`src/rtl/systemizer_driver_pkg.sv`:
```
// Shared definitions for the systemizer driver: FSM encoding and memory sizing helpers.
package systemizer_driver_pkg;

    typedef enum logic [2:0] {
        S_IDLE   = 3'd0,
        S_LOAD   = 3'd1,
        S_START  = 3'd2,
        S_WAIT   = 3'd3,
        S_UNLOAD = 3'd4,
        S_FINISH = 3'd5
    } state_t;

    function automatic int words_f(input int n, input int l, input int k);
        return (l * k) / n;
    endfunction

    // Address width for a memory of 'words' entries; never narrower than one bit.
    function automatic int aw_f(input int words);
        return (words > 1) ? $clog2(words) : 1;
    endfunction

endpackage

```
`src/rtl/skid_fifo2.sv`:
```
// Two-entry FIFO buffering systemizer read data ahead of the result stream.
module skid_fifo2 #(
    parameter int W = 21
) (
    input  logic         clk,
    input  logic         rst_n,
    input  logic         i_push,
    input  logic [W-1:0] i_data,
    input  logic         i_pop,
    output logic         o_valid,
    output logic [W-1:0] o_data,
    output logic [1:0]   o_count
);

    logic [W-1:0] r_mem [2];
    logic         r_wptr;
    logic         r_rptr;
    logic [1:0]   r_count;
    logic         w_pop;

    assign o_valid = (r_count != 2'd0);
    assign o_data  = r_mem[r_rptr];
    assign o_count = r_count;
    assign w_pop   = i_pop && o_valid;

    // The producer never pushes into a full FIFO, so no overflow guard is needed.
    always_ff @(posedge clk or negedge rst_n) begin
        if (!rst_n) begin
            r_mem[0] <= '0;
            r_mem[1] <= '0;
            r_wptr   <= 1'b0;
            r_rptr   <= 1'b0;
            r_count  <= 2'd0;
        end else begin
            if (i_push) begin
                r_mem[r_wptr] <= i_data;
                r_wptr        <= ~r_wptr;
            end
            if (w_pop)
                r_rptr <= ~r_rptr;
            r_count <= r_count + {1'b0, i_push} - {1'b0, w_pop};
        end
    end

endmodule

```
`src/rtl/systemizer_driver.sv`:
```
// Streams a matrix into the systemizer memory, starts it, waits for completion
// and streams the result back out through a two-entry output FIFO.
module systemizer_driver
    import systemizer_driver_pkg::*;
#(
    parameter  int N       = 20,
    parameter  int M       = 1,
    parameter  int L       = 200,
    parameter  int K       = 400,
    parameter  int TIMEOUT = 2**20,
    localparam int D       = N * M,
    localparam int WORDS   = words_f(N, L, K),
    localparam int AW      = aw_f(WORDS),
    localparam int TW      = aw_f(TIMEOUT)
) (
    input  logic          clk,
    input  logic          rst_n,
    input  logic          job_start,
    input  logic          in_valid,
    output logic          in_ready,
    input  logic [D-1:0]  in_data,
    output logic          sys_start,
    output logic          sys_wr_en,
    output logic [AW-1:0] sys_wr_addr,
    output logic [D-1:0]  sys_data_in,
    output logic          sys_rd_en,
    output logic [AW-1:0] sys_rd_addr,
    input  logic [D-1:0]  sys_data_out,
    input  logic          sys_success,
    input  logic          sys_fail,
    output logic          out_valid,
    input  logic          out_ready,
    output logic [D-1:0]  out_data,
    output logic          out_last,
    output logic          busy,
    output logic          job_ok,
    output logic          job_fail,
    output logic          timeout
);

    state_t        r_state, w_next;
    logic [AW-1:0] r_wr_cnt, r_rd_cnt;
    logic [TW-1:0] r_cyc;
    logic          r_rd_done, r_rd_pend, r_rd_last_pend;
    logic          r_job_ok, r_job_fail, r_timeout;

    logic          w_beat, w_wr_last, w_rd_last, w_rd_issue, w_to, w_pop, w_pop_last;
    logic          w_fifo_valid;
    logic [1:0]    w_fifo_cnt;
    logic [D:0]    w_fifo_data;

    assign w_beat     = (r_state == S_LOAD) && in_valid;
    assign w_wr_last  = (r_wr_cnt == AW'(WORDS - 1));
    assign w_rd_last  = (r_rd_cnt == AW'(WORDS - 1));
    assign w_to       = (r_state == S_WAIT) && !sys_fail && !sys_success
                        && (r_cyc == TW'(TIMEOUT - 1));
    assign w_pop      = w_fifo_valid && out_ready;
    assign w_pop_last = w_pop && w_fifo_data[D];
    // A word popped this cycle frees its slot in time for the read issued now.
    assign w_rd_issue = (r_state == S_UNLOAD) && !r_rd_done
                        && (({1'b0, w_fifo_cnt} + {2'b0, r_rd_pend}) < (3'd2 + {2'b0, w_pop}));

    always_ff @(posedge clk or negedge rst_n) begin
        if (!rst_n) r_state <= S_IDLE;
        else        r_state <= w_next;
    end

    always_comb begin
        w_next = r_state;
        case (r_state)
            S_IDLE:   if (job_start) w_next = S_LOAD;
            S_LOAD:   if (w_beat && w_wr_last) w_next = S_START;
            S_START:  w_next = S_WAIT;
            S_WAIT: begin
                if (sys_fail || w_to) w_next = S_FINISH;
                else if (sys_success) w_next = S_UNLOAD;
            end
            S_UNLOAD: if (w_pop_last) w_next = S_FINISH;
            S_FINISH: w_next = S_IDLE;
            default:  w_next = S_IDLE;
        endcase
    end

    always_ff @(posedge clk or negedge rst_n) begin
        if (!rst_n) begin
            r_wr_cnt       <= '0;
            r_rd_cnt       <= '0;
            r_cyc          <= '0;
            r_rd_done      <= 1'b0;
            r_rd_pend      <= 1'b0;
            r_rd_last_pend <= 1'b0;
            r_job_ok       <= 1'b0;
            r_job_fail     <= 1'b0;
            r_timeout      <= 1'b0;
        end else begin
            r_rd_pend      <= w_rd_issue;
            r_rd_last_pend <= w_rd_issue && w_rd_last;
            case (r_state)
                S_IDLE: if (job_start) begin
                    r_wr_cnt   <= '0;
                    r_rd_cnt   <= '0;
                    r_cyc      <= '0;
                    r_rd_done  <= 1'b0;
                    r_job_ok   <= 1'b0;
                    r_job_fail <= 1'b0;
                    r_timeout  <= 1'b0;
                end
                S_LOAD:  if (w_beat && !w_wr_last) r_wr_cnt <= r_wr_cnt + 1'b1;
                S_START: r_cyc <= '0;
                S_WAIT: begin
                    if (sys_fail || w_to) r_job_fail <= 1'b1;
                    if (w_to) r_timeout <= 1'b1;
                    else if (r_cyc != TW'(TIMEOUT - 1)) r_cyc <= r_cyc + 1'b1;
                end
                S_UNLOAD: begin
                    if (w_rd_issue) begin
                        if (w_rd_last) r_rd_done <= 1'b1;
                        else           r_rd_cnt  <= r_rd_cnt + 1'b1;
                    end
                    if (w_pop_last) r_job_ok <= 1'b1;
                end
                default: ;
            endcase
        end
    end

    skid_fifo2 #(.W(D + 1)) u_fifo (
        .clk     (clk),
        .rst_n   (rst_n),
        .i_push  (r_rd_pend),
        .i_data  ({r_rd_last_pend, sys_data_out}),
        .i_pop   (out_ready),
        .o_valid (w_fifo_valid),
        .o_data  (w_fifo_data),
        .o_count (w_fifo_cnt)
    );

    assign in_ready    = (r_state == S_LOAD);
    assign sys_wr_en   = w_beat;
    assign sys_wr_addr = r_wr_cnt;
    assign sys_data_in = w_beat ? in_data : '0;
    assign sys_start   = (r_state == S_START);
    assign sys_rd_en   = w_rd_issue;
    assign sys_rd_addr = r_rd_cnt;
    assign out_valid   = w_fifo_valid;
    assign out_data    = w_fifo_data[D-1:0];
    assign out_last    = w_fifo_valid && w_fifo_data[D];
    assign busy        = (r_state != S_IDLE);
    assign job_ok      = r_job_ok;
    assign job_fail    = r_job_fail;
    assign timeout     = r_timeout;

endmodule

```
`config.mk`:
```
export PLATFORM = sky130hd
export DESIGN_NAME = systemizer_driver
export DESIGN_NICKNAME = d
export VERILOG_FILES = /design/src/rtl/systemizer_driver_pkg.sv /design/src/rtl/skid_fifo2.sv /design/src/rtl/systemizer_driver.sv
export SDC_FILE = /design/constraint.sdc
export NUM_CORES = 1
export LEC_CHECK = 0
export ABC_AREA = 0
export CORE_ASPECT_RATIO = 1.2
export CORE_MARGIN = 5
export CORE_UTILIZATION = 50
export DETAILED_ROUTE_END_ITERATION = 10
export PLACE_DENSITY = 0.84
export SKIP_CTS_REPAIR_TIMING = 1
export SYNTH_ARGS = -nofsm -noshare
export SYNTH_HDL_FRONTEND = slang
export SYNTH_SLANG_ARGS = --single-unit
```
`constraint.sdc`:
```
create_clock -name clk -period 2.8 [get_ports clk]
set_input_delay 0.56 -clock clk [delete_from_list [all_inputs] [get_ports clk]]
set_output_delay 0.56 -clock clk [all_outputs]
set_load 0.02 [all_outputs]
```
; ---- After elaboration in Yosys (flattened, before gate mapping)
; Index checks and enable logic that the tools add are counted.
[classes]
add_sub_neg = 7
order_cmp = 4
n_eq_ne = 20
mux = 33
bitwise_logic = 4
n_reduce_logical = 33
[ops]
columns = op, n
row1 = $mux W21, 4
row2 = $mux W20, 4
row3 = $pmux W20 S3, 1
row4 = $mux W12, 4
row5 = $pmux W12 S2, 2
row6 = $bwmux W42, 1
row7 = $add A12 B1 Y12 const B, 2
row8 = $eq A12 B12 Y1 const B, 2
row9 = $demux W21 S1, 1
row10 = $add A20 B1 Y20 const B, 1
row11 = $eq A20 B20 Y1 const B, 1
row12 = $ne A20 B20 Y1 const B, 1
row13 = $reduce_and A4 Y1, 4
row14 = $mux W3, 5
row15 = $pmux W3 S5, 1
row16 = $ne A2 B2 Y1 const B, 7
row17 = $logic_and A1 B1 Y1, 13
row18 = $reduce_and A3 Y1, 4
row19 = $ne A2 B1 Y1 const B, 4
row20 = $pmux W1 S2, 4
row21 = $reduce_bool A2 Y1, 4
row22 = $eq A3 B2 Y1 const B, 2
row23 = $mux W1, 6
row24 = $reduce_bool A3 Y1, 2
row25 = other kinds (15), 21
[word_totals]
regBits = 99
in_bits = 47
out_inout_bits = 74
word_cells = 116

; ---- Logic depth before layout (Yosys ltp)
; Gate-level depths: netlist of the first run.
[depth]
word_depth = 7
mapped_depth = 7
mapped_depth_nobuf = 7

; ---- Hierarchy
; A second synthesis of the first run with hierarchy kept.
[unflattened]
cells_unflattened = 461
hier_area_um2 = 5134.9
[modules_own_cells]
columns = module, instances, cells_per_inst, area_per_inst_um2, seq_area_each_um2
row1 = systemizer_driver, 1, 334, 3042.9, 1326.3
row2 = skid_fifo2, 1, 127, 2092.0, 1151.1

; ---- Worst setup path before layout of the first run
; OpenSTA, ideal clock, no wires.
[synth_path]
path_kind = register to output
from = register r_rd_pend
to = output port sys_rd_en
t_arrival_ps = 1667
setup_slack_ps = 573
path_stages_with_launch = 6
n_path_buf = 0
path_cell_list = dfrtp_1 ha_1 ha_1 or3_1 o21a_1 nor2_1
[synth_between]
elab_chain_len = 3
[synth_rtl]
columns = item, line
row1 = from (decl), systemizer_driver.sv:44  ; logic r_rd_done, r_rd_pend, r_rd_last_pend;
row2 = from (signal assigned), systemizer_driver.sv:96  ; r_rd_pend <= w_rd_issue;
row3 = $add A2 B1 Y3, systemizer_driver.sv:61  ; && (({1'b0, w_fifo_cnt} + {2'b0, r_rd_pend}) < (3'd2 + {2'b0, w_pop}));
row4 = $lt A3 B3 Y1, systemizer_driver.sv:61
row5 = $logic_and A1 B1 Y1, systemizer_driver.sv:61
row6 = to (decl), systemizer_driver.sv:26  ; output logic sys_rd_en,
; No other way between the ends.

; ---- Worst setup path after layout of the first run
[layout_path]
from = input port in_valid
to = output port sys_data_in[12]
[layout_between]
elab_chain_len = 2
[layout_rtl]
columns = item, line
row1 = from (decl), systemizer_driver.sv:19  ; input logic in_valid,
row2 = $logic_and A1 B1 Y1, systemizer_driver.sv:52  ; assign w_beat = (r_state == S_LOAD) && in_valid;
row3 = $mux W20, systemizer_driver.sv:141  ; assign sys_data_in = w_beat ? in_data : '0;
row4 = to (decl), systemizer_driver.sv:25  ; output logic [D-1:0] sys_data_in,
; No other way between the ends.

==> summary.txt, run 1 <==
Outcome
  – Outcome: finished, final reports clean

Setup path
  – Capture instance of the worst register-to-register path: r_cyc[17]
  – Setup crit start: in_valid
  – Arrival time at the worst endpoint: approximately 2.2 ns
  – WP data required: 2.24 ns
  – End point of the critical path: sys_data_in[12]
  – Setup crit end kind: output pin
  – Depth of the worst register-to-register path: 6
  – Worst R2R Start: r_state[0]
  – Largest fanout on the critical path: 9
  – Classification of the worst setup path: primary input to output pin
  – Worst Setup Start Kind: primary input
  – Register-to-register setup slack: roughly 0.47 ns

Flow run
  – Count of max-cap constraint violations: 0

Global route
  – Antenna violations before repair: 0
  – GRT overflow: 0
  – First-pass GRT wire length: roughly 21 mm
  – Via count of the first global-routing pass: 4,406
  – Global-route usage over all layers: 0.214
  – Largest net degree at the start of global routing: between 50 and 60

Timing
  – Worst slew slack as a fraction of its limit: 0.464
  – Final hold slack: about 0.24 ns
  – Fin. max-slew vios: 0
  – Shortest period the worst path allows: around 2.7 ns
  – Highest clock frequency the design can meet: 368 MHz
  – Worst-margin pin slew: around 0.80 ns
  – Setup Viol. Count Final: 0
  – Part of the cycle the worst path needs: 0.972
  – Setup repair after global routing missed its margin: false
  – Worst setup skew after layout: approximately 0.006 ns
  – Number of hold violations in the final report: 0

Finish
  – Finished Layout Cells: 712
  – Commonest cells after routing, fill and taps aside: sky130_fd_sc_hd__clkdlybuf4s50_1, sky130_fd_sc_hd__dfrtp_1, sky130_fd_sc_hd__mux2_2, sky130_fd_sc_hd__nor2_1, sky130_fd_sc_hd__and2_1
  – Ant diodes: 0
  – Area growth from synthesis to layout: 35.7%
  – Fillers: 719
  – Fraction of final layout cells sized beyond drive strength 1: 0.184
  – Core occupancy in the finished layout: 0.687
  – Most frequent standard cell in the layout excluding fill and tap cells: sky130_fd_sc_hd__clkdlybuf4s50_1
  – Number of nets in the layout: ~640

Logic synthesis
  – Sequential fraction of the synthesis area: 0.494
  – Synth Net Count: roughly 500
  – Mean cell area of the mapped netlist: 11.2 sq um
  – Post-synthesis instance area: approximately 5000 sq um
  – Share of flip-flops with an asynchronous set or reset after synthesis: 1.00
  – Number of flops mapped to enable cells by yosys: 0
  – Count of unique library cells instantiated by Yosys: 57
  – Yosys warning total: 0
  – Register bit count reported by yosys: between 90 and 100
  – Mapped Cells: 448
  – Commonest register cell after synthesis: sky130_fd_sc_hd__dfrtp_1

Route
  – Routed length per placed instance: roughly 17 um
  – Iter 0 DRT Violations: approximately 260
  – Final ANT Viol Nets: 0
  – Post-detailed-route DRC marker count: 0
  – Detailed-route wire length: approximately 12 mm
  – Vias per cell: 5.78
  – Number of detailed-route iterations in the first pass: 5
  – Vias after detailed routing: 4,112

Pwr
  – Worst supply voltage drop on vdd: between 0.0003 and 0.0004 V
  – Power density over the cells: approximately 620 nW/um^2
  – Leak pwr: around 3 nW

CTS
  – TritonCTS clock tree: done
  – Number of sinks on the clock net: 99
  – H-tree level count: 3
  – Buffer depth of the longest clock path: 2
  – Clk slew on worst S/H paths: 0.06 ns
  – Clock latency reported for the late side of the worst-skew pair: around 0.34 ns
  – CTS Root Cell: sky130_fd_sc_hd__clkbuf_16
  – Number of buffers created by CTS: 9

Placement
  – Cell count after placement: 696
  – Number of buffer cells added on primary ports: 120
  – HPWL Detailed: between 8 and 9 mm
  – RePlAce Congestion: between 0.8 and 0.9

Die
  – Die width: approximately 100 um
  – Starting density of the core: 0.506
  – I/O pin count: 121
  – Die outline area: approximately 12,000 sq um
  – Die Ht: around 120 um
  – Floorplan core area: ~10000 sq um
  – Site Rows: 40

Worst hold path
  – Kind of path behind the tightest hold check: primary input to asynchronous set/reset pin
power by group:
part	total (mW)	internal, mW	switching, mW
clock network	1.27	0.767	0.502
registers	1.72	1.58	0.137
logic	1.24	0.663	0.577
stage by stage:
step	instance area (sq um)	TNS [ns]	worst slack, ns	power (mW)
2_1_floorplan	5020	0	0.573	2.40
3_3_place_gp	6470	0	0.0625	2.96
3_5_place_dp	6470	0	0.0128	3.00
4_1_cts	6780	-0.335	-0.332	4.27
5_1_grt	6810	0	0.0225	4.44
6_report	6810	0	0.0793	4.23
sequential cells by signal, indices dropped and copies added, names as in the netlist:
name and count:
u_fifo.r_mem 42, r_cyc 20, sys_rd_addr 12, sys_wr_addr 12, r_state 3, u_fifo.o_count 2, job_fail 1, job_ok 1
r_rd_done 1, r_rd_last_pend 1, r_rd_pend 1, timeout 1, u_fifo.r_rptr 1, u_fifo.r_wptr 1
cells by family after synthesis:
kind of cell             share of synthesized area
XOR/XNOR                                    0.0489
multiplexers                                 0.145
AND/OR/NAND/NOR                              0.171
buffers and inverters                       0.0205
adder cells (fa/ha/maj)                     0.0175
AO/OA/AOI/OAI                                0.103
flip-flops                                   0.494
final cells by class:
cell class / count / area [sq um] / share of cell area
clock buffer: 15 / 278 / 0.0408
clock inverter: 1 / 30.0 / 0.00441
inverter: 10 / 37.5 / 0.00551
multi-input combinational: 322 / 2450 / 0.360
sequential: 99 / 2480 / 0.364
tap: 126 / 158 / 0.0232
timing repair buffer: 139 / 1380 / 0.202
worst max-delay path: stages:
cell,delay (ns)
sky130_fd_sc_hd__clkdlybuf4s50_1,0.48
sky130_fd_sc_hd__and4bb_2,0.24
sky130_fd_sc_hd__buf_4,0.14
sky130_fd_sc_hd__and2_1,0.13
sky130_fd_sc_hd__clkdlybuf4s50_1,0.60
routing by layer:
| metal | up-vias | global-route usage | part of all wire |
|---|---|---|---|
| li1 | 1896 | - | - |
| met1 | 2024 | 0.263 | 0.40 |
| met2 | 168 | 0.359 | 0.50 |
| met3 | 24 | 0.0401 | 0.067 |
| met4 | 0 | 0.0981 | 0.027 |
| met5 | - | 0 | 0 |
worst min path at each step:
stage,from,end,cells past startpoint
after floorplan,rst_n,job_fail,0
after global placement,u_fifo.r_mem[3],u_fifo.r_mem[3],1
after CTS,rst_n,u_fifo.r_mem[22],1
final,rst_n,u_fifo.r_mem[10],1
after detailed placement,u_fifo.r_mem[1],u_fifo.r_mem[1],1
after global routing,rst_n,u_fifo.r_mem[1],1
Yosys cell counts, types with 7 or more instances:
cell,count,area [sq um]
sky130_fd_sc_hd__dfrtp_1,99,2480
sky130_fd_sc_hd__mux2_2,63,709
sky130_fd_sc_hd__nor2_1,34,128
sky130_fd_sc_hd__and2_1,24,150
sky130_fd_sc_hd__nand3_1,19,95.1
sky130_fd_sc_hd__nand2_1,17,63.8
sky130_fd_sc_hd__o21ai_0,17,85.1
sky130_fd_sc_hd__xnor2_1,14,123
sky130_fd_sc_hd__xor2_1,14,123
sky130_fd_sc_hd__a21oi_1,13,65.1
sky130_fd_sc_hd__or3_1,12,75.1
sky130_fd_sc_hd__clkbuf_1,11,41.3
sky130_fd_sc_hd__inv_1,10,37.5
sky130_fd_sc_hd__nor3_1,10,50.1
sky130_fd_sc_hd__ha_1,7,87.6
Note: power is estimated with default switching activity, not from simulation.
==> inputs of run 2 (changes only) <==
--- a/config.mk
+++ b/config.mk
@@ -8,9 +8,9 @@
 export ABC_AREA = 0
 export CORE_ASPECT_RATIO = 1.2
 export CORE_MARGIN = 5
-export CORE_UTILIZATION = 50
+export CORE_UTILIZATION = 33
 export DETAILED_ROUTE_END_ITERATION = 10
-export PLACE_DENSITY = 0.84
+export PLACE_DENSITY = 0.61
 export SKIP_CTS_REPAIR_TIMING = 1
 export SYNTH_ARGS = -nofsm -noshare
 export SYNTH_HDL_FRONTEND = slang
==> run 2 against run 1 <==
  * Sequential cell count did not move
  * Sequential power barely moved
  * Power fell by 0.71%
  * Global-route usage fell by 7.2 points
  * Wire length rose by 1.9%
  * Non-clock buffer count rose by 3
  * Register-to-register slack improved by 0.04 ns
  * Critical endpoint is now sys_data_in[5]
==> summary.txt, run 2 (synthesis results as in run 1) <==
Setup path
  – Largest fanout on the critical path: 11
  – Max stage delay on crit path: around 0.6 ns
  – WP data required: 2.24 ns
  – Classification of the worst setup path: primary input to output pin
  – Arrival time at the worst endpoint: about 2.2 ns
  – Depth of the worst register-to-register path: 6
  – Setup crit end kind: output pin
  – Crit path cell chain: clkdlybuf4s50_1 -> and4bb_4 -> and2_1 -> clkdlybuf4s50_1
  – Cell with the largest stage delay on the worst path: sky130_fd_sc_hd__clkdlybuf4s50_1
  – Cell seen most often among critical-path stages: sky130_fd_sc_hd__clkdlybuf4s50_1
  – Setup crit start: in_valid
  – End point of the critical path: sys_data_in[5]
  – Capture instance of the worst register-to-register path: r_cyc[2]
  – Worst R2R Start: r_cyc[0]
  – Worst Setup Start Kind: primary input
  – Register-to-register setup slack: just over 0.5 ns

CTS
  – Clk slew on worst S/H paths: approximately 0.06 ns
  – Number of buffers created by CTS: 9
  – CTS Root Cell: sky130_fd_sc_hd__clkbuf_16
  – Number of sinks on the clock net: slightly below 100
  – TritonCTS clock tree: done
  – Clock latency reported for the late side of the worst-skew pair: ~0.34 ns
  – H-tree level count: 3
  – Buffer depth of the longest clock path: 2

Timing
  – Final hold slack: around 0.21 ns
  – Worst-margin pin slew: 0.744 ns
  – Final TNS setup: 0 ns
  – Worst setup skew after layout: 0.00689 ns
  – Highest clock frequency the design can meet: approximately 370 MHz
  – Fin. max-slew vios: 0
  – Worst slew slack as a fraction of its limit: 0.499
  – Part of the cycle the worst path needs: 0.968
  – Setup Viol. Count Final: 0
  – Number of hold violations in the final report: 0
  – Shortest period the worst path allows: roughly 2.7 ns

Pwr
  – Total power draw: between 4 and 5 mW
  – Leak pwr: 2.81 nW
  – Power density over the cells: 608 nW/um^2
  – Worst supply voltage drop on vdd: ~0.00031 V

Finish
  – Commonest cells after routing, fill and taps aside: sky130_fd_sc_hd__clkdlybuf4s50_1, sky130_fd_sc_hd__dfrtp_1, sky130_fd_sc_hd__mux2_2, sky130_fd_sc_hd__nor2_1, sky130_fd_sc_hd__and2_1
  – Fraction of final layout cells sized beyond drive strength 1: 0.194
  – Number of nets in the layout: around 640
  – Ant diodes: 0
  – Largest regs: u_fifo.r_mem (42), r_cyc (20)
  – Finished Layout Cells: a little under 800
  – Most frequent standard cell in the layout excluding fill and tap cells: sky130_fd_sc_hd__clkdlybuf4s50_1
  – Number of flip-flops in the largest register: 42
  – Area growth from synthesis to layout: 37.6%
  – Register bank with the most flops: u_fifo.r_mem
  – Core occupancy in the finished layout: 0.462

Die
  – Site Rows: 49
  – Floorplan core area: approximately 15,000 sq um
  – Die outline area: 17,800 sq um
  – Die width: 123 um
  – I/O pin count: around 120
  – Starting density of the core: 0.335
  – Die Ht: about 150 um

Global route
  – GRT overflow: 0
  – Global-route usage over all layers: 0.141
  – Via count of the first global-routing pass: 4,191
  – Largest net degree at the start of global routing: between 40 and 50
  – Antenna violations before repair: 0
  – First-pass GRT wire length: between 20 and 25 mm

Route
  – Iter 0 DRT Violations: between 200 and 250
  – Final ANT Viol Nets: 0
  – Vias after detailed routing: 4,031
  – Routed length per placed instance: approximately 16 um
  – Number of detailed-route iterations in the first pass: 4
  – Vias per cell: around 5.1
  – Detailed-route wire length: 12.5 mm
  – Post-detailed-route DRC marker count: 0

Placement
  – Number of buffer cells added on primary ports: 120
  – RePlAce Congestion: just over 0.8
  – HPWL Detailed: roughly 9.2 mm
  – Cell count after placement: 777

Outcome
  – Outcome: finished, final reports clean

Worst hold path
  – Kind of path behind the tightest hold check: primary input to asynchronous set/reset pin

Flow run
  – Count of max-cap constraint violations: 0
[run 2: cell type report]
class	instances	area, sq um
Tap cell	204	255
Clock buffer	10	239
Multi-Input combinational cell	323	2470
Fill cell	1423	8060
Timing Repair Buffer	142	1370
Sequential cell	99	2480
Clock inverter	5	53.8
Inverter	10	37.5
[run 2: stage by stage]
step	setup WS (ns)	instance area (sq um)
final	0.0900	6900
after global routing	-0.000260	6900
after CTS	-0.395	6890
after detailed placement	-0.0511	6590
after global placement	0.0108	6590
after floorplan	0.573	5020
[run 2: worst min-delay path by stage]
stage,start,endpoint,slack (ns),cells after the start
6_report,rst_n,u_fifo.r_mem[19],0.21,1
5_1_grt,rst_n,u_fifo.r_mem[19],0.24,1
4_1_cts,rst_n,u_fifo.r_mem[19],0.22,1
3_5_place_dp,timeout,timeout,0.49,2
3_3_place_gp,u_fifo.r_mem[6],u_fifo.r_mem[6],0.48,1
2_1_floorplan,rst_n,job_fail,0.26,0
[run 2: where the power goes]
| part | internal, mW | switching (mW) | total, mW |
|---|---|---|---|
| Clock | 0.709 | 0.513 | 1.22 |
| Sequential | 1.58 | 0.160 | 1.74 |
| Combinational | 0.674 | 0.560 | 1.23 |
[run 2: routing by layer]
metal  share of wire  global-route usage  vias to the layer above
met4           0.015              0.0409                        0
met5               0                   0                        -
met2            0.48               0.231                      119
li1                -                   -                     1901
met1            0.44               0.178                     1995
met3           0.069              0.0455                       16
[run 2: worst max-delay path: cells and delay by family]
| kind | cells | cell delay [ns] |
|---|---|---|
| and+or+nand+nor | 2 | 0.47 |
| buffers and inverters | 2 | 1.12 |
==> variant: new RTL, flow settings as in run 2 <==
The parameter `N` goes from 20 to 10.
--- a/src/rtl/systemizer_driver.sv
+++ b/src/rtl/systemizer_driver.sv
@@ -3,7 +3,7 @@
 module systemizer_driver
     import systemizer_driver_pkg::*;
 #(
-    parameter  int N       = 20,
+    parameter  int N       = 10,
     parameter  int M       = 1,
     parameter  int L       = 200,
     parameter  int K       = 400,
Interface: changed (6 resized); port bits go from 121 to 83. No check against the original RTL was run, so the function may have changed too.
==> variant against run 2 <==
Area after synthesis is 14% lower. Global-route usage is 0.059 points higher. Sequential cell count is 18 lower. Die area is 13% lower. Worst setup slack better by 0.049 ns. Critical endpoint is now sys_data_in[3]. First-iteration DRC count is 38% lower. Count of clock-buffer cells in the layout is 1 lower. Cell area is 17% lower. Total power is 7.6% higher. Wire length is 15% lower. Largest cell class is now multi-input combinational cells. Non-clock buffer count is 44 lower. Clock power is 5% higher. Sequential power is 7% lower.
==> variant: results (changes against run 2) <==
[routing]
drtIter0Drc = 154  ; was 249
routed_wl_um = 10630  ; was 12,500 µm
first_pass_iters = 5  ; was 4
vias = 3712  ; was 4,031

[layout]
reg.largest.list = u_fifo.r_mem (22), r_cyc (20)  ; was u_fifo.r_mem (42), r_cyc (20)
utilization_pct = 44.98  ; was 46.15%
final_nets = 558  ; was 639
drive_above_1_share_pct = 13.04  ; was 19.35%
final_cells = 693  ; was 793

[grt]
grt_pass1_wl_um = 18040  ; was 20,700 µm
grt_max_degree = 48  ; was 43
grt.total_usage_pct = 14.19  ; was 14.13%

[worst_setup_path]
cp_max_fo = 10  ; was 11
worst_ep_arrival_time_ns = 2.10  ; was 2.15 ns

[synthesis]
yosysWarnings = 0  ; unchanged
yosysUniqueCellTypes = 53  ; was 57
synthTopCellsByCount = dfrtp_1 (81), nand2_1 (35), mux2_2 (33), nor2_1 (33), a21oi_1 (20)  ; was dfrtp_1 (99), mux2_2 (63), nor2_1 (34)
ys_seq_area_share_pct = 47.07  ; was 49.39%
synth_area_leaders = dfrtp_1 (47%), mux2_2 (8.6%), xnor2_1 (3.9%)  ; was dfrtp_1 (49%), mux2_2 (14%), and2_1 (3.0%)
synthesis.nets = 467  ; was 502
syn_inst = 433  ; was 448

[sta]
clock-skew-final_ns = 0.006855  ; was 0.006891 ns
maxSlewHeadroom_pct = 51.35  ; was 49.87%

[place]
place_inst = 677  ; was 777
place.detailed.hpwl_um = 7683  ; was 9155 µm
placed_cell_area_um2 = 5393  ; was 6594 µm²
gp_congestion = 0.7930  ; was 0.8134
port-buffer-count = 82  ; was 120
post-place-ws_ns = 0.1545  ; was -0.05111 ns

[run_status]
outcome = completed  ; unchanged

[power_and_ir_drop]
p_leak_nw = 2.357  ; was 2.811 nW

[clock_tree]
h-tree-depth = 3  ; unchanged

## variant: report_power, final
group	internal (mW)	total, mW	switching [mW]
registers	1.41	1.61	0.197
clock network	0.789	1.28	0.496
logic	0.863	1.62	0.761
total	3.06	4.52	1.45
## variant: logic make-up after synthesis
| logic type | count (synthesis) | synth area share, % |
|---|---|---|
| and+or+nand+nor | 169 | 21.18 |
| muxes | 36 | 9.326 |
| AOI/OAI and AO/OA | 85 | 12.99 |
| xor gates and xnor gates | 22 | 4.474 |
| adders and majority gates | 7 | 2.034 |
| buffers and inverters | 33 | 2.934 |
| DFF | 81 | 47.07 |
## variant: routing by layer
metal  vias to the layer above  track usage, %  wire length (µm)
met3                         9           3.307               528
met4                         0           3.960               114
met1                      1853           17.91              4622
li1                       1776               -                 -
met2                        74           24.25              5359
met5                         -               0                 0
## variant: path summary, 6_finish.rpt
kind	start	to	slack [ns]	depth (start not counted)
min in group clk	u_fifo.r_wptr	u_fifo.r_wptr	0.49	1
max in group asynchronous	rst_n	r_rd_done	2.00	2
min reg2reg	u_fifo.r_wptr	u_fifo.r_wptr	0.49	1
min	rst_n	sys_rd_addr[5]	0.18	1
max	r_state[1]	sys_data_in[3]	0.14	5
max reg2reg	r_rd_pend	sys_rd_addr[11]	0.36	7
## variant: cell type report
type | count | area [µm²]
Sequential cell | 81 | 2027
Clock inverter | 7 | 101.3
Multi-Input combinational cell | 319 | 2155
Clock buffer | 9 | 225.2
Tap cell | 164 | 205.2
Timing Repair Buffer | 98 | 953.4
Inverter | 15 | 56.30
Fill cell | 1228 | 7002
## variant: worst max-delay path, cell delays in order (launching register included)
cell and delay, ns:
dfrtp_1 0.38, inv_1 0.14, and3_2 0.30, buf_4 0.18, and3_1 0.16, clkdlybuf4s50_1 0.61
